--- config.mk ---
export PLATFORM = sky130hd
export DESIGN_NAME = wfid_slot_decoder
export DESIGN_NICKNAME = d
export VERILOG_FILES = /design/src/rtl/wfid_slot_decoder.sv
export SDC_FILE = /design/constraint.sdc
export NUM_CORES = 1
export LEC_CHECK = 0
export BUFFER_PORTS_ARGS = -buffer_cell sky130_fd_sc_hd__buf_2
export CORE_MARGIN = 2
export CORE_UTILIZATION = 55
export DETAILED_ROUTE_END_ITERATION = 10
export PLACE_DENSITY = 0.8
export SYNTH_ARGS = -nofsm -noshare
export SYNTH_HDL_FRONTEND = slang
export SYNTH_SLANG_ARGS = --single-unit
--- constraint.sdc ---
create_clock -name clk -period 13.4 [get_ports clk]
set_clock_uncertainty 0.1 [all_clocks]
set_input_delay 2.01 -clock clk [delete_from_list [all_inputs] [get_ports clk]]
set_output_delay 2.01 -clock clk [all_outputs]
set_load 0.03 [all_outputs]
--- src/rtl/wfid_slot_decoder.sv ---
// wfid_slot_decoder: decodes issued/retired slot ids into a registered occupancy mask with count, flags and error pulses
module wfid_slot_decoder #(
  parameter int NUM_ENTRIES = 40,
  parameter int ID_WIDTH = 6
) (
  input  logic                   clk,
  input  logic                   rst_n,
  input  logic                   flush,
  input  logic                   set_valid,
  input  logic [ID_WIDTH-1:0]    set_id,
  input  logic                   clr_valid,
  input  logic [ID_WIDTH-1:0]    clr_id,
  output logic [NUM_ENTRIES-1:0] onehot_out,
  output logic                   onehot_valid,
  output logic [NUM_ENTRIES-1:0] mask_out,
  output logic [ID_WIDTH-1:0]    count,
  output logic                   full,
  output logic                   empty,
  output logic                   range_err,
  output logic                   state_err
);
  logic [NUM_ENTRIES-1:0] set_dec, clr_dec, mask_c, mask_n;
  logic set_in, clr_in, clr_hit, clr_bad, set_eff, set_bad;
  logic [ID_WIDTH-1:0] count_n;
  for (genvar i = 0; i < NUM_ENTRIES; i++) begin : g_dec
    assign set_dec[i] = set_id == ID_WIDTH'(i);
    assign clr_dec[i] = clr_id == ID_WIDTH'(i);
  end
  // clear first, then set against the post-clear mask so same-id set+clear keeps the bit
  always_comb begin
    set_in  = |set_dec;
    clr_in  = |clr_dec;
    clr_hit = clr_valid && |(mask_out & clr_dec);
    clr_bad = clr_valid && clr_in && !clr_hit;
    mask_c  = clr_hit ? mask_out & ~clr_dec : mask_out;
    set_eff = set_valid && set_in && !(|(mask_c & set_dec));
    set_bad = set_valid && set_in && !set_eff;
    mask_n  = set_eff ? mask_c | set_dec : mask_c;
    count_n = count + ID_WIDTH'(set_eff) - ID_WIDTH'(clr_hit);
  end
  // all outputs registered; flush wins over requests, reset over everything
  always_ff @(posedge clk) begin
    if (!rst_n) begin
      onehot_out   <= '0;
      onehot_valid <= 1'b0;
      mask_out     <= '0;
      count        <= '0;
      full         <= 1'b0;
      empty        <= 1'b1;
      range_err    <= 1'b0;
      state_err    <= 1'b0;
    end else if (flush) begin
      onehot_valid <= 1'b0;
      mask_out     <= '0;
      count        <= '0;
      full         <= 1'b0;
      empty        <= 1'b1;
      range_err    <= 1'b0;
      state_err    <= 1'b0;
    end else begin
      onehot_out   <= set_eff ? set_dec : onehot_out;
      onehot_valid <= set_eff;
      mask_out     <= mask_n;
      count        <= count_n;
      full         <= count_n == ID_WIDTH'(NUM_ENTRIES);
      empty        <= count_n == '0;
      range_err    <= (set_valid && !set_in) || (clr_valid && !clr_in);
      state_err    <= clr_bad || set_bad;
    end
  end
endmodule
======== Word-level counts from Yosys, hierarchy flattened ========
Cells that the tools add are included.
storage, ports and cells
  register bits after elaboration ......... 91
  bits in latches ......................... 0
  RAM bits ................................ 0
  ROM bits ................................ 0
  logic and storage cells ................. 122
  memories ................................ 0
cells by class
  $add $sub $neg .......................... 2
  $mul .................................... 0
  div/mod/pow operators ................... 0
  $lt $le $gt $ge ......................... 0
  equality and inequality tests ........... 79
  shift-type cells ........................ 0
  muxes and demuxes ....................... 2
  bitwise logic cells ..................... 7
  reductions and logical operators ........ 24
operator list
  kind                  count
  $eq A6 B5 Y1 const B  32
  $reduce_or A40 Y1     4
  $and A40 B40 Y40      3
  $eq A6 B6 Y1 const B  17
  $eq A6 B4 Y1 const B  16
  $mux W40              2
  $eq A6 B3 Y1 const B  8
  $not A40 Y40          1
  $or A40 B40 Y40       1
  $eq A6 B2 Y1 const B  4
  $logic_not A6 Y1      3
  $eq A6 B1 Y1 const B  2
  $logic_and A1 B1 Y1   8
  $add A6 B1 Y6         1
  $sub A6 B1 Y6         1
  $logic_not A1 Y1      5
  $logic_or A1 B1 Y1    2
  $not A1 Y1            2
  $reduce_and A2 Y1     1
  $reduce_or A2 Y1      1

======== Logic depth before layout (Yosys ltp) ========
  depth after elaboration ................. 12
  gate-level depth with buffers ........... 23
  gate-level depth less buffers ........... 19

======== Worst setup path after synthesis ========
Ideal clock, no wire load.
  path kind ............................... input to register
  start point ............................. input clr_id[2]
  end point ............................... register empty
  library setup time ...................... 64 ps
  arrival time ............................ 6115 ps
  slack ................................... 7120 ps
  stages on the path ...................... 20
  cell sequence ........................... buf_2 > or4b_1 > o2111ai_1 > and4_1 > nand4_1 > or4_4 > nor4b_4 > and4_1 > nand3_1 > ha_1 > inv_1 > ha_1 > fa_1 > a21oi_1 > nor2_1 > nor2_1 > xnor2_1 > nor4_1 > a21oi_1 > nor2_1
on the way
  word-level cells in the longest chain between the ends .. 12
RTL lines
  element                                     line  source
  from (decl)                                 12    input logic [ID_WIDTH-1:0] clr_id,
  $eq A6 B1 Y1, or another cell as far along  27    assign clr_dec[i] = clr_id == ID_WIDTH'(i);
  $and A40 B40 Y40                            33    clr_hit = clr_valid && |(mask_out & clr_dec);
  $reduce_or A40 Y1                           33
  $logic_and A1 B1 Y1                         33
  $mux W40                                    35    mask_c = clr_hit ? mask_out & ~clr_dec : mask_out;
  $and A40 B40 Y40                            36    set_eff = set_valid && set_in && !(|(mask_c & set_dec));
  $reduce_or A40 Y1                           36
  $logic_not A1 Y1                            36
  $logic_and A1 B1 Y1                         36
  $add A6 B1 Y6                               39    count_n = count + ID_WIDTH'(set_eff) - ID_WIDTH'(clr_hit);
  $sub A6 B1 Y6 *                             39
  $logic_not A6 Y1 *                          66    empty <= count_n == '0;
  to (signal assigned)                        49    empty <= 1'b1;
  to (signal assigned)                        57    empty <= 1'b1;
  to (signal assigned)                        66
  to (decl)                                   18    output logic empty,
Every way passes the cells marked *; elsewhere a longest branch is shown, timed or not.
A chain may end at the register's enable or synchronous reset.

======== Worst setup path in the final report ========
Same ends and word-level chain as after synthesis.

==> summary.md <==
| Metric | Value |
|---|---|
| IO Port Bufs | 107 |
| Setup violators final | 0 |
| Hold crit path type | reg2reg |
| Vias in the first global route | 5037 |
| Global-route wire length before repair | 28300 µm |
| Max FO, Critical Path | 23 |
| Crit path required time | 13.61 ns |
| Worst Path Buf+Inv | 2 |
| Die area | 0.0106 mm² |
| Worst setup path class | in2reg |
| Netlist cell types | 70 |
| Yosys top cell by area | dfxtp_1 |
| Min Tclk post-route | 6.85 ns |
| Primary FF master, synth | dfxtp_1 |
| Crit path launch type | input port |
| Max-cap viol count | 0 |
| Drt total wl | 18500 µm |
| Via count | 5555 |
| RSZ-0062 raised after global routing | false |
| DR WL/cell | about 23 µm |
| Worst Path Arrival | 7.07 ns |
| Starting Density | 55.7% |
| Worst R2R Start | mask_out[11] |
| Fin crit share | 51.2% |
| Hold depth | 2 |
| VDD IR max | 0.0000508 V |
| Crit-path slowest cell | or4b_1 |
| LEAKAGE | between 2 and 2.5 nW |
| CTS Hold Bufs | 0 |
| Final cell count without fillers | slightly above 800 |
| Place WS | 6.28 ns |
| Synth warn | 0 |
| Post-DP HPWL | 13200 µm |
| CP max stage delay | 0.64 ns |
| Mapped Area | ~0.0054 mm² |
| Ratio of cells with drive above 1 in the final layout | 24.6% |
| Met1 usage | 49.3% |
| Met3 Use GR | 7.46% |
| Row cnt | 36 |
| Least-Margin Pin Slew | between 1 and 1.5 ns |
| Reg-to-reg endpoint | empty |
| GR peak layer | met2 |
| Met2 Track Usage GR | 53.4% |
| Die H | 103 µm |
| Residual DRC count | 0 |
| Sequential fraction of the synthesis area | roughly a third |
| Total GRT Usage | 35.1% |
| CP Depth | 20 |
| 1st-iter DRT viols | 690 |
| Area Overhead vs Synth | 12.5% |
| Setup crit end kind | flip-flop |
| Worst Hold Path EP | onehot_out[34] |
| H-tree depth | 3 |
| Slew headroom | between 10% and 20% |
| Pre-Repair DR Iteration Count | 5 |
| Most frequent cells in the layout | buf_2 (107), dfxtp_1 (91), o211ai_1 (46) |
| CP Cell Sequence | buf_2, or4b_1, nor4b_1, or4_1, nor4_1, o221a_2, o311a_1, o31ai_2, nand3_1, ha_1, inv_1, ha_1, fa_1, a21oi_1, nor2_1, nor2_1, xnor2_1, nor4_1, a21oi_1, nor2_1 |
| Max-slew violation count | 0 |
| Fin Hold WS | 0.362 ns |
| Achievable Freq | 146 MHz |
| Placed Cells | about 800 |
| Ranking of synthesized cells by area | dfxtp_1 (34%), o211ai_1 (6.4%), o32ai_1 (4.4%) |
| Cell family with most CP delay | simple AND/OR/NAND/NOR gates |
| Hold path start | onehot_out[34] |
| Routability Congestion | 0.978 |
| Fraction of registers with async set/reset | 0% |
| Crit path top cell by count | nor2_1 |
| Clock Tree Buf Depth | 2 |
| Total grt overflow | 0 |
| R2r setup slk | roughly 8.4 ns |
| ANT nets after route | 0 |
| Core Box Area | 0.00964 mm² |
| Power Total | 0.540 mW |
| Clock Latency Late Sink | 0.38 ns |
| Synthesized flop and latch total | 91 |
| CTS sink cnt | 91 |
| Number of flops mapped to enable cells by yosys | 0 |
| Worst Slack Setup Final | roughly 6.5 ns |
| Total negative slack | 0 ns |
| R2R cell count | 19 |
| PD cells | 89.4 mW/mm² |
| Commonest non-fill, non-tap cell in the layout | buf_2 |
| CTS Buf Count | 9 |
| Clk slew on worst S/H paths | about 0.090 ns |
| CTS tree | done |
| Post-CTS sizing | 0 |
| Initial antenna violation count | 0 |
| Yosys top cell area share | 34.0% |
| Status | finished clean |
| Largest net degree at the start of global routing | 68 |
| CTS root buf | clkbuf_8 |
| Ports | roughly 110 |
| Vias/cell | approximately 7 |
| Syn Inst Count | 616 |
| # diodes | 0 |
| Final hold vios | 0 |
| Synth Net Count | 640 |
| Nets@finish | 700 |
| Syn avg cell area | 8.71 µm² |
| Setup Buffers After CTS | 0 |
| Die Wd | 103 µm |
stage by stage:
stage          utilization [%]  cell area [µm²]
6_report                  62.6             6040
5_1_grt                   62.6             6040
4_1_cts                   62.6             6040
3_5_place_dp              60.6             5840
3_3_place_gp              60.6             5840
2_1_floorplan                -             5370
synthesized netlist by cell type (3+ instances only):
| cell type | count |
|---|---|
| and2_1 | 5 |
| o41ai_1 | 3 |
| nor2b_1 | 9 |
| a32oi_1 | 3 |
| mux2i_1 | 11 |
| a21o_1 | 3 |
| a21oi_1 | 18 |
| nor3_1 | 6 |
| o21ai_0 | 8 |
| inv_1 | 45 |
| o22ai_1 | 7 |
| clkbuf_1 | 36 |
| nand3_1 | 12 |
| nand4_1 | 12 |
| nand2b_1 | 14 |
| o311ai_0 | 8 |
| and3_1 | 7 |
| or4_1 | 3 |
| or4b_1 | 4 |
| o31ai_1 | 23 |
| and4_1 | 4 |
| buf_6 | 3 |
| buf_2 | 17 |
| nand3b_1 | 7 |
| ha_1 | 6 |
| o21ai_1 | 6 |
| nor2_1 | 27 |
| o211ai_1 | 46 |
| nor4_1 | 5 |
| nand4bb_1 | 5 |
| xnor2_1 | 3 |
| or3_1 | 5 |
| dfxtp_1 | 91 |
| o31ai_4 | 3 |
| buf_1 | 5 |
| nor4b_1 | 8 |
| nand2_1 | 36 |
| mux2_2 | 3 |
| or2_2 | 9 |
| o2111ai_1 | 13 |
| o31ai_2 | 16 |
| o32ai_1 | 27 |
per-layer routing:
metal / share of wire [%] / wire length [µm] / vias up
met5: 0 / 0 / -
met1: 42 / 7820 / 2653
met3: 11 / 2050 / 61
li1: - / - / 2489
met4: 2.9 / 537 / 0
met2: 44 / 8140 / 352
sequential cells by signal, indices dropped and copies added (netlist names):
name and flops:
state_err 1, full 1, range_err 1, mask_out 40
onehot_valid 1, count 6, onehot_out 40, empty 1
cells by family (layout without fill, tap and decap cells):
| group | count (synthesis) | count (layout) | synth area share [%] |
|---|---|---|---|
| buffers and inverters | 106 | 170 | 8.23 |
| muxes | 15 | 15 | 3.10 |
| adders and majority gates | 7 | 7 | 1.77 |
| xor gates and xnor gates | 5 | 5 | 0.816 |
| and+or+nand+nor | 191 | 191 | 21.5 |
| AOI/OAI and AO/OA | 201 | 201 | 30.6 |
| DFF | 91 | 91 | 34.0 |
worst max-delay path by stage:
stage / from / endpoint / slack (ns)
after floorplan: clr_id[2] / empty / 7.12
after global placement: clr_id[2] / empty / 6.48
after detailed placement: clr_id[2] / empty / 6.28
after CTS: clr_id[2] / empty / 6.64
after global routing: clr_id[2] / empty / 6.23
final: clr_id[2] / empty / 6.55
worst min-delay path, stage by stage (launching register included):
cell     delay [ns]
dfxtp_1        0.32
inv_1          0.05
o32ai_1        0.05
layout make-up:
| type | instances | area, µm² |
|---|---|---|
| flip-flops and latches | 91 | 1820 |
| multi-input cells | 419 | 3120 |
| inverters | 45 | 169 |
| well taps | 133 | 166 |
| clock buffers | 10 | 138 |
| repair buffers | 110 | 558 |
| fillers | 948 | 3600 |
| clock inverters | 5 | 61.3 |
where the power goes:
group	total (mW)	leakage, nW	internal [mW]	switching, mW
Sequential	0.274	0.734	0.273	0.00155
Clock	0.192	0.0910	0.0908	0.101
Combinational	0.0737	1.38	0.0192	0.0545
Total	0.540	2.20	0.383	0.157
(Power assumes the default switching activity.)
